$ cat config.mk
export PLATFORM = sky130hd
export DESIGN_NAME = ingress_port_writer
export DESIGN_NICKNAME = d
export VERILOG_FILES = /design/src/rtl/switch_pkg.sv /design/src/rtl/sat_counter.sv /design/src/rtl/ingress_port_writer.sv
export SDC_FILE = /design/constraint.sdc
export NUM_CORES = 1
export LEC_CHECK = 0
export BUFFER_PORTS_ARGS = -buffer_cell sky130_fd_sc_hd__buf_2
export CORE_UTILIZATION = 40
export CTS_CLUSTER_DIAMETER = 40
export DETAILED_ROUTE_END_ITERATION = 10
export MAX_ROUTING_LAYER = met4
export PLACE_DENSITY = 0.65
export REMOVE_ABC_BUFFERS = 1
export SETUP_SLACK_MARGIN = 0.02
export SLEW_MARGIN = 20
export SYNTH_ARGS = -nofsm -noshare
export SYNTH_HDL_FRONTEND = slang
export SYNTH_SLANG_ARGS = --single-unit
$ cat constraint.sdc
create_clock -name clk -period 2.2 [get_ports clk]
set_clock_uncertainty 0.2 [all_clocks]
set_input_delay 0.33 -clock clk [delete_from_list [all_inputs] [get_ports clk]]
set_output_delay 0.33 -clock clk [all_outputs]
set_load 0.05 [all_outputs]
$ cat src/rtl/switch_pkg.sv
// Shared types for the switch ingress path.
// port_id_t   : 2-bit output-port tag carried in the low bits of every FIFO word.
// wr_state_t  : states of the ingress writer FSM.
// PORT_NONE marks a header with no valid destination. Such a packet is dropped.
package switch_pkg;

    typedef logic [1:0] port_id_t;

    localparam port_id_t PORT_NONE = 2'b00;
    localparam port_id_t PORT_1    = 2'b01;
    localparam port_id_t PORT_2    = 2'b10;
    localparam port_id_t PORT_3    = 2'b11;

    typedef enum logic [1:0] {
        IDLE,
        FWD,
        DROP
    } wr_state_t;

endpackage

$ cat src/rtl/sat_counter.sv
// Saturating event counter used for the ingress statistics.
// Ports:
//   clk      in   system clock
//   reset_n  in   asynchronous active-low reset, clears the count
//   inc      in   count one event this cycle
//   count    out  current count; it holds at all-ones instead of wrapping
module sat_counter #(
    parameter int CNT_W = 16
) (
    input  logic             clk,
    input  logic             reset_n,
    input  logic             inc,
    output logic [CNT_W-1:0] count
);

    // Increment on request unless already saturated.
    always_ff @(posedge clk or negedge reset_n) begin
        if (!reset_n) begin
            count <= '0;
        end else if (inc && (count != {CNT_W{1'b1}})) begin
            count <= count + 1'b1;
        end
    end

endmodule

$ cat src/rtl/ingress_port_writer.sv
// Write side of one switch input FIFO. It accepts a framed stream made of a header beat
// followed by payload beats. It checks the destination in the header, then writes each
// payload beat to the FIFO as {payload, dest}. Packets with no destination, and packets
// aborted by a new header, are dropped. Packets longer than MAX_LEN are truncated.
// Ports:
//   clk, reset_n  clock and asynchronous active-low reset
//   in_data       stream data; on a header beat, in_data[1:0] is the destination port
//   in_valid      beat valid
//   in_sop        the beat is a header
//   in_eop        the beat is the last one of its packet
//   in_ready      a beat transfers when in_valid & in_ready
//   fifo_full     the downstream FIFO is full
//   fifo_wrreq    FIFO write strobe, same cycle as the accepted payload beat
//   fifo_data     {in_data, dest}
//   pkt_cnt       packets forwarded in full
//   drop_cnt      packets dropped
//   trunc_cnt     packets truncated at MAX_LEN
//   busy          the FSM is inside a packet
module ingress_port_writer
    import switch_pkg::*;
#(
    parameter int DATA_W  = 6,
    parameter int MAX_LEN = 64,
    parameter int CNT_W   = 16
) (
    input  logic              clk,
    input  logic              reset_n,
    input  logic [DATA_W-1:0] in_data,
    input  logic              in_valid,
    input  logic              in_sop,
    input  logic              in_eop,
    output logic              in_ready,
    input  logic              fifo_full,
    output logic              fifo_wrreq,
    output logic [DATA_W+1:0] fifo_data,
    output logic [CNT_W-1:0]  pkt_cnt,
    output logic [CNT_W-1:0]  drop_cnt,
    output logic [CNT_W-1:0]  trunc_cnt,
    output logic              busy
);

    localparam int                LEN_W    = $clog2(MAX_LEN + 1);
    localparam logic [LEN_W-1:0]  LEN_MAX  = LEN_W'(MAX_LEN);

    wr_state_t        state, next_state;
    port_id_t         dest, next_dest;
    logic [LEN_W-1:0] len, next_len;
    logic [LEN_W-1:0] len_plus1;
    logic             acc;
    logic             is_header;
    logic             inc_pkt, inc_drop, inc_trunc;

    assign len_plus1 = len + LEN_W'(1);
    assign acc       = in_valid & in_ready;
    assign fifo_data = {in_data, dest};
    assign busy      = (state != IDLE);

    // Handshake, write strobe and next-state decode. Any header beat goes through the
    // same evaluation, whether it arrives in IDLE, in DROP, or mid-packet in FWD.
    // If an abort and a bad-destination header happen in the same cycle, they
    // count as a single drop.
    always_comb begin
        next_state = state;
        next_dest  = dest;
        next_len   = len;
        fifo_wrreq = 1'b0;
        inc_pkt    = 1'b0;
        inc_drop   = 1'b0;
        inc_trunc  = 1'b0;
        is_header  = 1'b0;
        in_ready   = (state == FWD) ? !fifo_full : 1'b1;

        case (state)
            IDLE: begin
                if (acc && in_sop) begin
                    is_header = 1'b1;
                end
            end
            FWD: begin
                if (acc) begin
                    if (in_sop) begin
                        inc_drop  = 1'b1;
                        is_header = 1'b1;
                    end else begin
                        fifo_wrreq = 1'b1;
                        next_len   = len_plus1;
                        if (in_eop) begin
                            inc_pkt    = 1'b1;
                            next_state = IDLE;
                        end else if (len_plus1 == LEN_MAX) begin
                            inc_trunc  = 1'b1;
                            next_state = DROP;
                        end
                    end
                end
            end
            DROP: begin
                if (acc) begin
                    if (in_sop) begin
                        is_header = 1'b1;
                    end else if (in_eop) begin
                        next_state = IDLE;
                    end
                end
            end
            default: begin
                next_state = IDLE;
            end
        endcase

        if (is_header) begin
            next_dest = in_data[1:0];
            next_len  = '0;
            if (in_data[1:0] == PORT_NONE) begin
                inc_drop   = 1'b1;
                next_state = in_eop ? IDLE : DROP;
            end else begin
                next_state = in_eop ? IDLE : FWD;
            end
        end
    end

    // Packet-tracking state: FSM state, latched destination and payload length.
    always_ff @(posedge clk or negedge reset_n) begin
        if (!reset_n) begin
            state <= IDLE;
            dest  <= PORT_NONE;
            len   <= '0;
        end else begin
            state <= next_state;
            dest  <= next_dest;
            len   <= next_len;
        end
    end

    sat_counter #(.CNT_W(CNT_W)) u_pkt_cnt (
        .clk     (clk),
        .reset_n (reset_n),
        .inc     (inc_pkt),
        .count   (pkt_cnt)
    );

    sat_counter #(.CNT_W(CNT_W)) u_drop_cnt (
        .clk     (clk),
        .reset_n (reset_n),
        .inc     (inc_drop),
        .count   (drop_cnt)
    );

    sat_counter #(.CNT_W(CNT_W)) u_trunc_cnt (
        .clk     (clk),
        .reset_n (reset_n),
        .inc     (inc_trunc),
        .count   (trunc_cnt)
    );

endmodule

Word-level counts from Yosys, hierarchy flattened
Index checks and enable logic that the tools add are counted.
{"block": "op_classes", "muxes": 36, "eq_ne": 14, "addsub": 4, "reduce_logical": 13, "bitwise_logic": 1}
{"op": "$add 16x1->16 const B", "count": 3}
{"op": "$ne 16x16->1 const B", "count": 3}
{"op": "$mux 7", "count": 4}
{"op": "$mux 1", "count": 20}
{"op": "$mux 2", "count": 10}
{"op": "$ne 3x3->1 const B", "count": 5}
{"op": "$add 7x1->7 const B", "count": 1}
{"op": "$eq 7x7->1 const B", "count": 1}
{"op": "$reduce_and 7->1", "count": 1}
{"op": "$pmux 2 s3", "count": 1}
{"op": "$reduce_bool 2->1", "count": 3}
{"op": "$logic_and 1x1->1", "count": 4}
{"op": "$logic_not 2->1", "count": 2}
{"op": "$ne 4x3->1 const B", "count": 1}
{"op": "$reduce_and 3->1", "count": 1}
{"op": "$eq 2x1->1 const B", "count": 1}
{"op": "$eq 2x2->1 const B", "count": 1}
{"op": "$ne 2x1->1 const B", "count": 1}
{"op": "$ne 2x2->1 const B", "count": 1}
{"op": "$pmux 1 s2", "count": 1}
{"op": "$reduce_or 2->1", "count": 1}
{"op": "$and 1x1->1", "count": 1}
{"op": "$logic_not 1->1", "count": 1}
{"block": "word_totals", "regBits": 59, "inputBits": 12}

Depth between registers and ports, before layout
Gate-level depths: netlist of run 1.
{"block": "depth", "depth_word": 8, "depth_mapped": 8}

Hierarchy
Synthesis of run 1 repeated with hierarchy kept, for this count alone.
{"block": "unflattened", "cells_unflattened": 314, "area_unflattened_um2": 3409.5}
{"mod": "sat_counter", "area_each_um2": 859.6, "instances": 3, "cells_per_inst": 72}
{"mod": "ingress_port_writer", "area_each_um2": 830.8, "instances": 1, "cells_per_inst": 98}

Least setup slack after synthesis of run 1
No wires, ideal clock.
{"block": "synth_path", "path_type": "register to register", "startpoint": "reg state[1]", "endpoint": "reg u_pkt_cnt.count[15]", "period_less_slack_ns": 2.382, "setup_slack_ns": -0.182, "t_required_ns": 1.858, "t_arrival_ns": 2.040, "path_stages_with_launch": 9, "setup_ns": 0.142, "path_cell_list": "dfrtp_1 > inv_1 > ha_1 > nor4bb_1 > buf_4 > nand4_2 > a311oi_4 > nand4_1 > xnor2_1"}
{"block": "synth_between", "elab_chain_cells": 6}
{"element": "start: declaration", "line_no": "ingress_port_writer.sv:45", "rtl": "wr_state_t state, next_state;"}
{"element": "start signal: assignment", "line_no": "ingress_port_writer.sv:130", "rtl": "state <= next_state;"}
{"element": "$eq 2x1->1 (*)", "line_no": "ingress_port_writer.sv:71, ingress_port_writer.sv:73"}
{"element": "$mux 1", "line_no": "ingress_port_writer.sv:71", "rtl": "in_ready = (state == FWD) ? !fifo_full : 1'b1;"}
{"element": "$and 1x1->1", "line_no": "ingress_port_writer.sv:54", "rtl": "assign acc = in_valid & in_ready;"}
{"element": "$mux 1", "line_no": "ingress_port_writer.sv:80", "rtl": "if (acc) begin"}
{"element": "$mux 1 (*)", "line_no": "ingress_port_writer.sv:73", "rtl": "case (state)"}
{"element": "$logic_and 1x1->1 (*)", "line_no": "sat_counter.sv:20", "rtl": "end else if (inc && (count != {CNT_W{1'b1}})) begin"}
{"element": "end signal: assignment", "line_no": "sat_counter.sv:21", "rtl": "count <= count + 1'b1;"}
{"element": "end: declaration", "line_no": "sat_counter.sv:13", "rtl": "output logic [CNT_W-1:0] count"}
Mark *: on every way between the ends. The rest lies on a longest branch, timed or not.
A chain may end at the register's enable or synchronous reset.

Final worst setup path of run 1
{"block": "layout_path", "startpoint": "reg state[1]", "endpoint": "reg state[1]"}
{"block": "layout_between", "elab_chain_cells": 8, "elab_cells_between_ends": 20}
{"element": "$eq 2x1->1", "line_no": "ingress_port_writer.sv:71, ingress_port_writer.sv:73"}
{"element": "$mux 1", "line_no": "ingress_port_writer.sv:71"}
{"element": "$and 1x1->1", "line_no": "ingress_port_writer.sv:54"}
{"element": "$logic_and 1x1->1", "line_no": "ingress_port_writer.sv:75", "rtl": "if (acc && in_sop) begin"}
{"element": "$mux 1", "line_no": "ingress_port_writer.sv:75"}
{"element": "$pmux 1 s2", "line_no": "ingress_port_writer.sv:73"}
{"element": "$ne 4x3->1 (no source line) (tied with other cells)"}
{"element": "$reduce_and 7->1 (no source line)"}
Several ways; a longest one is shown, not always the timed one.

==> metrics.log, run 1 <==
[metrics] clock tree from TritonCTS: yes
[metrics] IR drop worst, VDD: about 800 µV
[metrics] result of the run: finished, final reports clean
[metrics] CP Launch Type: register
[metrics] Crit. Startpoint: state[1]
[metrics] Final Setup Violations: 0
[metrics] area of combinational cells with multiple inputs: 0.00194 mm²
[metrics] fin area: between 0.004 and 0.005 mm²
[metrics] commonest register cell after synthesis: sky130_fd_sc_hd__dfrtp_1
[metrics] number of antenna-violating nets in the routed design: 0
[metrics] pre-CTS setup slack: -160 ps
[metrics] CTS Buffer Depth: 2
[metrics] CORE AREA: about 0.008 mm²
[metrics] slew of the pin with the lowest slew margin: 459 ps
[metrics] clock buffer count from CTS: 9
[metrics] number of vias in the routed layout: roughly 2700
[metrics] Synth Register Bits: 59
[metrics] vias in the first global route: approximately 2700
[metrics] first-pass GRT wire length: ~13000 µm
[metrics] clock network latency to the later pin of the worst-skew pair: roughly 330 ps
[metrics] tightest slew margin relative to the limit: 0.692
[metrics] sequential share of power: 0.341
[metrics] fraction of layout cells with a size suffix above 1: 0.415
[metrics] type of the worst setup path: register to register
[metrics] Sink Count: 59
[metrics] pin count of the biggest net entering global routing: 43
[metrics] Top Ports: slightly above 70
[metrics] Filler cells: between 600 and 700
[metrics] highest attainable clock frequency: ~460 MHz
[metrics] worst endpoint data arrival time: ~2200 ps
[metrics] Switching Fraction: 0.342
[metrics] worst setup slack after layout: 5.40 ps
[metrics] relative contribution of combinational cells to total power: 0.320
[metrics] DRT Pass-1 Iters: 4
[metrics] routability cong.: between 0.8 and 0.9
[metrics] worst hold-check path type: input port to register
[metrics] Final Hold Fails: 0
[metrics] Placed Instance Area: between 0.003 and 0.004 mm²
[metrics] data required time at the worst endpoint: about 2200 ps
[metrics] total count of max-transition violations in the final report: 0
[metrics] logic depth of the worst register-to-register path: 9
[metrics] sequential share of the synthesized area: 0.453
[metrics] largest fanout of any net on the critical path: 3
[metrics] total DRC errors in the routed layout: 0
[metrics] Horiz. Die Dim: 92.2 µm
[metrics] Reg2Reg Launch Point: state[1]
[metrics] final worst hold slack: slightly above 50 ps
[metrics] Final HPWL DP: just over 5000 µm
[metrics] switching power of the nets: ~1300 µW
[metrics] Pint: approximately 2500 µW
[metrics] average routed wire per standard cell: around 15 µm
[metrics] kind of capture point of the worst setup path: register
[metrics] power density over cell area: approximately 840 mW/mm²
[metrics] asr flop ratio synth: 1.00
[metrics] Mean Syn Cell Area: about 11 µm²
[metrics] R2R Setup Slk: 5 ps
[metrics] Layout area overhead: 38.7%
[metrics] RSZ-0062 raised after global routing: yes
[metrics] die outline area: between 0.008 and 0.009 mm²
[metrics] max_cap viols: 0
[metrics] number of enable flip-flop cells after synthesis: 0
[metrics] capture instance of the worst register-to-register path: state[1]
[metrics] total length of routed wires: approximately 7600 µm
[metrics] clock slew at reported path FFs: 70 ps
[metrics] total negative setup slack: 0 ps
[metrics] synthesized cell area: between 0.003 and 0.004 mm²
[metrics] total congestion overflow after global routing: 0
[metrics] count of warnings emitted by yosys: 0
[metrics] cell at the root of the clock tree: sky130_fd_sc_hd__clkbuf_8
[metrics] Critical path destination: state[1]
[metrics] number of stages on the worst hold path: 2
[metrics] sequential cell area in the final layout: 0.00148 mm²
[metrics] Ant. Diodes: 0
[metrics] number of vias per cell after detailed routing: 5.30
[metrics] clock network fraction of design power: 0.339
[metrics] final worst path period need: approximately 2200 ps
[metrics] Net count, final: 426
[metrics] Row Count: 32
[metrics] count of buffers inserted at the top-level ports: 62
[metrics] cell count after synthesis: roughly 300
[metrics] initial antenna violation count: 0
[metrics] Leakage: 0.00219 µW
[metrics] end-of-flow core utilization: 0.579
[metrics] Vert. Die Dim: 92.2 µm
[metrics] period utilization: 0.998
[metrics] Clock H-tree levels: 3
[metrics] initial DRC count: between 100 and 150
[metrics] number of distinct library cells after synthesis: between 50 and 60
[metrics] global routing usage summed across all routing layers: 0.197
[metrics] initial core utilization: 0.417
power groups by stage:
stage | registers (µW) | logic (µW) | clock network (µW)
detailed placement | 1290 | 1020 | 0
floorplan | 1530 | 411 | 0
global placement | 1290 | 1000 | 0
CTS | 1280 | 1090 | 1290
global route | 1310 | 1300 | 1360
finish | 1290 | 1220 | 1290
metal layers:
metal | part of all wire | GRT usage | up-vias
li1 | - | - | 1300
met1 | 0.49 | 0.264 | 1342
met2 | 0.47 | 0.293 | 57
met3 | 0.032 | 0.0340 | 14
met4 | 0.015 | 0.0846 | 0
met5 | 0 | - | -
cell usage in the layout, fill, tap and decap left out, types with 2 or more instances in the layout:
cell type / netlist / routed
sky130_fd_sc_hd__a21oi_1: 3 / 2
sky130_fd_sc_hd__a311oi_4: 2 / 2
sky130_fd_sc_hd__and3_1: 7 / 7
sky130_fd_sc_hd__and4_1: 6 / 6
sky130_fd_sc_hd__buf_2: 3 / 61
sky130_fd_sc_hd__buf_4: 8 / 32
sky130_fd_sc_hd__buf_6: 1 / 9
sky130_fd_sc_hd__bufinv_16: 0 / 3
sky130_fd_sc_hd__clkbuf_8: 0 / 12
sky130_fd_sc_hd__dfrtp_1: 59 / 58
sky130_fd_sc_hd__ha_1: 9 / 7
sky130_fd_sc_hd__ha_4: 0 / 2
sky130_fd_sc_hd__inv_1: 6 / 5
sky130_fd_sc_hd__mux2_1: 4 / 2
sky130_fd_sc_hd__mux2_2: 3 / 3
sky130_fd_sc_hd__mux2_4: 0 / 2
sky130_fd_sc_hd__mux2i_1: 2 / 2
sky130_fd_sc_hd__nand2_1: 25 / 23
sky130_fd_sc_hd__nand2_4: 0 / 2
sky130_fd_sc_hd__nand2b_1: 4 / 3
sky130_fd_sc_hd__nand3_1: 28 / 28
sky130_fd_sc_hd__nand4_1: 13 / 13
sky130_fd_sc_hd__nand4_4: 1 / 2
sky130_fd_sc_hd__nor2_1: 15 / 11
sky130_fd_sc_hd__nor2_2: 1 / 3
sky130_fd_sc_hd__nor2_4: 0 / 2
sky130_fd_sc_hd__nor3_1: 6 / 4
sky130_fd_sc_hd__nor3_2: 6 / 3
sky130_fd_sc_hd__nor3_4: 0 / 5
sky130_fd_sc_hd__nor4_4: 2 / 4
sky130_fd_sc_hd__o2111ai_4: 1 / 2
sky130_fd_sc_hd__o21ai_0: 11 / 10
sky130_fd_sc_hd__o31ai_1: 2 / 2
sky130_fd_sc_hd__xnor2_1: 22 / 22
sky130_fd_sc_hd__xor2_1: 21 / 20
synthesized netlist by cell type, types with 2 or more instances:
cell	number	area share
sky130_fd_sc_hd__dfrtp_1	59	0.45
sky130_fd_sc_hd__nand3_1	28	0.043
sky130_fd_sc_hd__nand2_1	25	0.029
sky130_fd_sc_hd__xnor2_1	22	0.059
sky130_fd_sc_hd__xor2_1	21	0.056
sky130_fd_sc_hd__nor2_1	15	0.017
sky130_fd_sc_hd__nand4_1	13	0.025
sky130_fd_sc_hd__o21ai_0	11	0.017
sky130_fd_sc_hd__ha_1	9	0.035
sky130_fd_sc_hd__buf_4	8	0.018
sky130_fd_sc_hd__and3_1	7	0.013
sky130_fd_sc_hd__and4_1	6	0.016
sky130_fd_sc_hd__inv_1	6	0.0069
sky130_fd_sc_hd__nor3_1	6	0.0092
sky130_fd_sc_hd__nor3_2	6	0.018
sky130_fd_sc_hd__mux2_1	4	0.014
sky130_fd_sc_hd__nand2b_1	4	0.0077
sky130_fd_sc_hd__a21oi_1	3	0.0046
sky130_fd_sc_hd__a31oi_1	3	0.0058
sky130_fd_sc_hd__buf_2	3	0.0046
sky130_fd_sc_hd__mux2_2	3	0.010
sky130_fd_sc_hd__a311oi_4	2	0.016
sky130_fd_sc_hd__mux2i_1	2	0.0061
sky130_fd_sc_hd__nand4_2	2	0.0077
sky130_fd_sc_hd__nor2b_1	2	0.0038
sky130_fd_sc_hd__nor4_1	2	0.0038
sky130_fd_sc_hd__nor4_4	2	0.013
sky130_fd_sc_hd__o31ai_1	2	0.0046
cell type report:
type                            count  area share
Multi-Input combinational cell    224       0.429
Clock buffer                       12      0.0366
Sequential cell                    59       0.327
Tap cell                          102      0.0283
Timing Repair Buffer              105       0.153
Inverter                            6     0.00499
Clock inverter                      4      0.0211
cell families (layout without fill, tap and decap cells):
family	count (synthesis)	count (layout)	share of synthesized area
compound gates	34	35	0.0934
xor+xnor	43	43	0.116
simple gates	128	128	0.238
mux	9	9	0.0303
flops	59	59	0.453
fa+ha+maj	9	9	0.0346
buf+inv	19	127	0.0346
stage by stage:
step / total power, µW / cells
floorplan: 1940 / 288
global placement: 2290 / 484
detailed placement: 2310 / 484
CTS: 3660 / 503
global route: 3970 / 512
finish: 3800 / 512
repair_timing:
| action | 4_1_cts | 5_1_grt |
|---|---|---|
| hold buffers | 1 | 0 |
| hold endpoints to repair | 17 | 0 |
| pin swaps | 4 | 25 |
| setup endpoints to repair | 32 | 46 |
| resized for setup | 13 | 46 |
| cloned | 1 | 0 |
| setup buffers | 1 | 9 |
how the worst min path moves through the flow:
stage | endpoint | startpoint
after CTS | dest[0] | in_data[0]
after floorplan | dest[0] | reset_n
after global placement | u_drop_cnt.count[5] | reset_n
after detailed placement | u_drop_cnt.count[0] | reset_n
after global routing | dest[1] | in_data[1]
final | dest[0] | in_data[0]
worst max-delay path: stages, from the launching register on:
cell and delay [ps]:
sky130_fd_sc_hd__dfrtp_1 370, sky130_fd_sc_hd__inv_2 60, sky130_fd_sc_hd__buf_4 130, sky130_fd_sc_hd__ha_1 280
sky130_fd_sc_hd__o21ba_4 220, sky130_fd_sc_hd__buf_6 130, sky130_fd_sc_hd__o21ai_1 200, sky130_fd_sc_hd__a221o_1 220
sky130_fd_sc_hd__a31oi_2 50, sky130_fd_sc_hd__o22a_1 220
flip-flops by register name, indices dropped and copies added, names as in the netlist:
signal,count
u_drop_cnt.count,16
len,7
state,2
u_pkt_cnt.count,16
u_trunc_cnt.count,16
dest,2
Note: power is estimated with default switching activity, not from simulation.
==> inputs of run 2 (changes only) <==
--- a/config.mk
+++ b/config.mk
@@ -5,12 +5,12 @@
 export SDC_FILE = /design/constraint.sdc
 export NUM_CORES = 1
 export LEC_CHECK = 0
-export BUFFER_PORTS_ARGS = -buffer_cell sky130_fd_sc_hd__buf_2
-export CORE_UTILIZATION = 40
+export BUFFER_PORTS_ARGS = -buffer_cell sky130_fd_sc_hd__buf_4
+export CORE_UTILIZATION = 49
 export CTS_CLUSTER_DIAMETER = 40
 export DETAILED_ROUTE_END_ITERATION = 10
 export MAX_ROUTING_LAYER = met4
-export PLACE_DENSITY = 0.65
+export PLACE_DENSITY = 0.77
 export REMOVE_ABC_BUFFERS = 1
 export SETUP_SLACK_MARGIN = 0.02
 export SLEW_MARGIN = 20
==> metrics.log, run 2 (synthesis gave the netlist of run 1 again) <==
[metrics] result of the run: complete, but fails checks
[metrics] violations in the final reports: negative setup slack
[metrics] Final Non-Filler Cells: 481
[metrics] instance count after placement with tap cells included: between 400 and 500
[metrics] final worst path period need: 2310 ps
[metrics] worst setup slack after layout: -110 ps
[metrics] total congestion overflow after global routing: 0
[metrics] CORE AREA: ~0.0064 mm²
[metrics] number of vias per cell after detailed routing: ~5.7
[metrics] number of antenna-violating nets in the routed design: 0
[metrics] max_cap viols: 0
[metrics] period utilization: 1.05
[metrics] global routing usage summed across all routing layers: 0.229
[metrics] CTS Buffer Depth: 2
[metrics] CP Launch Type: register
[metrics] power density over cell area: approximately 820 mW/mm²
[metrics] clock buffer count from CTS: 9
[metrics] IR drop worst, VDD: a little under 900 µV
[metrics] worst hold-check path type: input port to register
[metrics] Leakage: around 0.0021 µW
[metrics] die outline area: about 0.007 mm²
[metrics] Regs by FF count: u_drop_cnt.count (16), u_pkt_cnt.count (16), u_trunc_cnt.count (16)
[metrics] fraction of layout cells with a size suffix above 1: 0.413
[metrics] worst endpoint data arrival time: between 2000 and 2500 ps
[metrics] total length of routed wires: approximately 8000 µm
[metrics] tightest slew margin relative to the limit: 0.499
[metrics] Vert. Die Dim: roughly 84 µm
[metrics] slew of the pin with the lowest slew margin: between 700 and 800 ps
[metrics] clock slew at reported path FFs: approximately 70 ps
[metrics] number of vias in the routed layout: 2744
[metrics] total DRC errors in the routed layout: 0
[metrics] clock network latency to the later pin of the worst-skew pair: approximately 340 ps
[metrics] kind of capture point of the worst setup path: register
[metrics] pre-CTS setup slack: -125 ps
[metrics] clock tree from TritonCTS: yes
[metrics] Row Count: 29
[metrics] commonest non-fill, non-tap cell in the layout: sky130_fd_sc_hd__buf_4
[metrics] vias in the first global route: 2612
[metrics] Horiz. Die Dim: between 80 and 90 µm
[metrics] Ant. Diodes: 0
[metrics] initial core utilization: 0.510
[metrics] largest fanout of any net on the critical path: 7
[metrics] cell at the root of the clock tree: sky130_fd_sc_hd__clkbuf_8
[metrics] DRT Pass-1 Iters: 4
[metrics] Final Setup Violations: 13
[metrics] initial antenna violation count: 0
[metrics] Final HPWL DP: about 5000 µm
[metrics] Final Hold Fails: 0
[metrics] count of buffers inserted at the top-level ports: 62
[metrics] average routed wire per standard cell: approximately 17 µm
[metrics] data required time at the worst endpoint: around 2200 ps
[metrics] Filler cells: 456
[metrics] leading cell types in the layout, fill and taps excluded: sky130_fd_sc_hd__buf_4 (92), sky130_fd_sc_hd__dfrtp_1 (56), sky130_fd_sc_hd__nand3_1 (27)
[metrics] highest attainable clock frequency: between 400 and 500 MHz
[metrics] pin count of the biggest net entering global routing: 60
[metrics] Net count, final: around 420
[metrics] RSZ-0062 raised after global routing: yes
[metrics] initial DRC count: between 150 and 200
[metrics] Layout area overhead: 36.8%
[metrics] end-of-flow core utilization: 0.698
[metrics] routability cong.: 0.854
[metrics] total count of max-transition violations in the final report: 0
[metrics] R2R Setup Slk: -110 ps
[metrics] type of the worst setup path: register to register
[metrics] Sink Count: between 50 and 60
[metrics] Clock H-tree levels: 3
[metrics] Top Ports: a little over 70
[metrics] first-pass GRT wire length: ~12000 µm
[run 2: path summary, 6_finish.rpt]
kind / from / endpoint / cells after the start
worst max-delay path: state[1] / u_pkt_cnt.count[10] / 9
worst min-delay path: in_data[1] / dest[1] / 2
worst max register to register: state[1] / u_pkt_cnt.count[10] / 9
worst min register to register: u_drop_cnt.count[5] / u_drop_cnt.count[5] / 1
max in group asynchronous: reset_n / u_trunc_cnt.count[0] / 2
min in group asynchronous: reset_n / u_drop_cnt.count[9] / 2
[run 2: stage by stage]
step	power (µW)	area, µm²	hold WS, ps	setup TNS [ps]
after floorplan	1940	3170	-166	-65490
after global placement	2340	3960	242	-139
after detailed placement	2370	3960	251	-976
after CTS	3420	4250	35.4	-55.4
after global routing	3780	4460	42.4	-2460
final	3640	4460	51.5	-603
[run 2: report_power, final]
group          leakage (µW)  internal (µW)  switching, µW  total (µW)
logic               0.00117            541            770        1310
registers          0.000801           1180            114        1300
clock network      0.000104            602            426        1030
[run 2: final cells by class]
type | instances | area, µm² | share of cell area
Clock inverter | 2 | 35.0 | 0.00786
Timing Repair Buffer | 101 | 791 | 0.177
Multi-Input combinational cell | 224 | 1870 | 0.419
Tap cell | 77 | 96.3 | 0.0216
Sequential cell | 59 | 1480 | 0.332
Clock buffer | 12 | 165 | 0.0371
Inverter | 6 | 22.5 | 0.00505
[run 2: critical path, stage by stage (launching register included)]
cell and delay, ps:
sky130_fd_sc_hd__dfrtp_1 410, sky130_fd_sc_hd__inv_2 130, sky130_fd_sc_hd__ha_4 160, sky130_fd_sc_hd__nor4bb_1 240, sky130_fd_sc_hd__buf_4 250, sky130_fd_sc_hd__nand3_1 190, sky130_fd_sc_hd__nor3_2 200, sky130_fd_sc_hd__buf_4 160
sky130_fd_sc_hd__nand4_1 110, sky130_fd_sc_hd__xnor2_1 150
[run 2: what timing repair did]
item                                    in CTS  in global routing
cloned                                       1                  0
hold buffers                                 1                  0
pin swaps                                    5                 19
resized for setup                            9                 38
endpoints found under the setup margin      24                 46
buffers inserted                             2                  5
endpoints found under the hold margin       59                  0
[run 2: metal layers]
metal	GRT usage	wire length, µm	vias to the layer above
li1	-	-	1288
met1	0.304	3590	1349
met2	0.352	3960	86
met3	0.0475	281	21
met4	0.0801	148	0
met5	-	0	-
==> inputs of run 3 (changes only) <==
--- a/config.mk
+++ b/config.mk
@@ -6,7 +6,9 @@
 export NUM_CORES = 1
 export LEC_CHECK = 0
 export BUFFER_PORTS_ARGS = -buffer_cell sky130_fd_sc_hd__buf_4
-export CORE_UTILIZATION = 49
+export CELL_PAD_IN_SITES_DETAIL_PLACEMENT = 0
+export CELL_PAD_IN_SITES_GLOBAL_PLACEMENT = 2
+export CORE_UTILIZATION = 31
 export CTS_CLUSTER_DIAMETER = 40
 export DETAILED_ROUTE_END_ITERATION = 10
 export MAX_ROUTING_LAYER = met4
==> metrics.log, run 3 (synthesis gave the netlist of run 1 again) <==
[metrics] pin count of the biggest net entering global routing: 60
[metrics] average routed wire per standard cell: ~15 µm
[metrics] cell at the root of the clock tree: sky130_fd_sc_hd__clkbuf_8
[metrics] fraction of layout cells with a size suffix above 1: 0.413
[metrics] CTS Buffer Depth: 2
[metrics] Ant. Diodes: 0
[metrics] worst hold-check path type: input port to register
[metrics] final worst path period need: between 2000 and 2500 ps
[metrics] cell with the most instances on the worst path: sky130_fd_sc_hd__a31oi_4
[metrics] Reg2Reg Launch Point: state[0]
[metrics] number of buffers and inverters on the critical path: 2
[metrics] Row Count: 37
[metrics] commonest non-fill, non-tap cell in the layout: sky130_fd_sc_hd__buf_4
[metrics] pre-CTS setup slack: -138 ps
[metrics] Filler cells: 989
[metrics] Leakage: approximately 0.0021 µW
[metrics] Top Ports: 71
[metrics] slew of the pin with the lowest slew margin: 782 ps
[metrics] Clock H-tree levels: 3
[metrics] IR drop worst, VDD: approximately 770 µV
[metrics] total congestion overflow after global routing: 0
[metrics] initial core utilization: 0.317
[metrics] worst path cell trace: inv_1 -> ha_1 -> o21ba_4 -> buf_4 -> a31oi_4 -> a221o_1 -> a31oi_4 -> o22a_1
[metrics] Final Hold Fails: 0
[metrics] highest attainable clock frequency: ~460 MHz
[metrics] clock tree from TritonCTS: yes
[metrics] number of antenna-violating nets in the routed design: 0
[metrics] clock network latency to the later pin of the worst-skew pair: 330 ps
[metrics] Net count, final: between 400 and 500
[metrics] Layout area overhead: 41.3%
[metrics] Vert. Die Dim: about 100 µm
[metrics] routability cong.: 0.772
[metrics] type of the worst setup path: register to register
[metrics] largest fanout of any net on the critical path: 4
[metrics] CP Launch Type: register
[metrics] Sink Count: 59
[metrics] worst endpoint data arrival time: ~2200 ps
[metrics] grt met1 use: 0.217
[metrics] fin area: 0.00460 mm²
[metrics] met3 track demand over resource in global routing: 0.0294
[metrics] total DRC errors in the routed layout: 0
[metrics] Final HPWL DP: 5280 µm
[metrics] family of cells with the greatest summed delay on the critical path: compound AO/OA/AOI/OAI gates
[metrics] CORE AREA: around 0.010 mm²
[metrics] Regs by FF count: u_drop_cnt.count (16), u_pkt_cnt.count (16), u_trunc_cnt.count (16)
[metrics] number of vias per cell after detailed routing: 4.92
[metrics] RSZ-0062 raised after global routing: yes
[metrics] power density over cell area: 767 mW/mm²
[metrics] total length of routed wires: 8030 µm
[metrics] clock slew at reported path FFs: 60 ps
[metrics] capture instance of the worst register-to-register path: state[1]
[metrics] initial DRC count: 97
[metrics] number of stages on the worst hold path: 2
[metrics] vias in the first global route: roughly 2600
[metrics] count of buffers inserted at the top-level ports: between 60 and 70
[metrics] Placed Instance Area: around 0.0041 mm²
[metrics] most utilized layer in the global route result: met2
[metrics] kind of capture point of the worst setup path: register
[metrics] max_cap viols: 0
[metrics] cell with the largest stage delay on the worst path: sky130_fd_sc_hd__dfrtp_2
[metrics] result of the run: finished, final reports clean
[metrics] first-pass GRT wire length: between 10000 and 15000 µm
[metrics] total count of max-transition violations in the final report: 0
[metrics] leading cell types in the layout, fill and taps excluded: sky130_fd_sc_hd__buf_4 (97), sky130_fd_sc_hd__dfrtp_1 (58), sky130_fd_sc_hd__nand3_1 (27)
[metrics] data required time at the worst endpoint: between 2000 and 2500 ps
[metrics] Final Setup Violations: 0
[metrics] R2R Setup Slk: about 8.6 ps
[metrics] global routing usage summed across all routing layers: 0.157
[metrics] tightest slew margin relative to the limit: 0.478
[metrics] worst hold endpoint: dest[0]
[metrics] worst hold path startpoint: in_data[0]
[metrics] Horiz. Die Dim: 105 µm
[metrics] Design Power: between 3000 and 4000 µW
[metrics] die outline area: around 0.011 mm²
[metrics] DRT Pass-1 Iters: 4
[metrics] CP peak stage delay: ~430 ps
[metrics] number of vias in the routed layout: between 2000 and 3000
[metrics] worst setup slack after layout: approximately 8.6 ps
[metrics] period utilization: 0.996
[metrics] met2 capacity usage during global routing: 0.220
[metrics] logic depth of the worst register-to-register path: 8
[metrics] clock buffer count from CTS: 9
[metrics] initial antenna violation count: 0
## run 3: cell types whose count changed in the layout (fill, tap and decap cells not counted), sizes merged
cell / change
buf: +4
clkbuf: +1
## run 3: metal layers
layer  vias to the layer above  share of wire
met1                      1319           0.51
met5                         -              0
li1                       1305              -
met2                        55           0.44
met3                         5          0.037
met4                         0          0.011
## run 3: where the power goes
part,switching (µW),total [µW],internal (µW)
combinational,738,1230,496
clock,415,993,578
sequential,118,1300,1180
total,1270,3530,2260
## run 3: layout make-up
cell class,count,area (µm²),share of cell area
inverters,6,22.5,0.00490
well taps,136,170,0.0370
clock inverters,2,35.0,0.00761
clock buffers,13,159,0.0345
flip-flops and latches,59,1480,0.321
repair buffers,105,821,0.178
multi-input cells,224,1920,0.416
## run 3: worst max-delay path by stage
stage / start / end / slack [ps] / depth (start not counted)
floorplan: state[1] / u_trunc_cnt.count[1] / -2380 / 6
global placement: state[1] / u_drop_cnt.count[15] / -100 / 8
detailed placement: state[1] / u_drop_cnt.count[15] / -140 / 8
CTS: state[0] / state[0] / -10 / 8
global route: state[1] / u_pkt_cnt.count[15] / -90 / 8
finish: state[0] / state[1] / 9 / 8
## run 3: stage by stage
stage | util | instances | hold WS [ps] | setup TNS, ps
after detailed placement | 0.397 | 523 | 269 | -1060
after global routing | 0.448 | 545 | 24.2 | -665
after CTS | 0.424 | 541 | 26.5 | -11.1
final | 0.448 | 545 | 50.5 | 0
after floorplan | - | 288 | -166 | -65490
after global placement | 0.397 | 523 | 264 | -855
## run 3: repair_timing
item / in CTS / in global routing
hold buffers: 1 / 0
pin swaps: 3 / 20
endpoints found under the setup margin: 28 / 52
endpoints found under the hold margin: 59 / 0
buffers inserted: 1 / 5
gates cloned: 1 / 0
resized for setup: 11 / 39
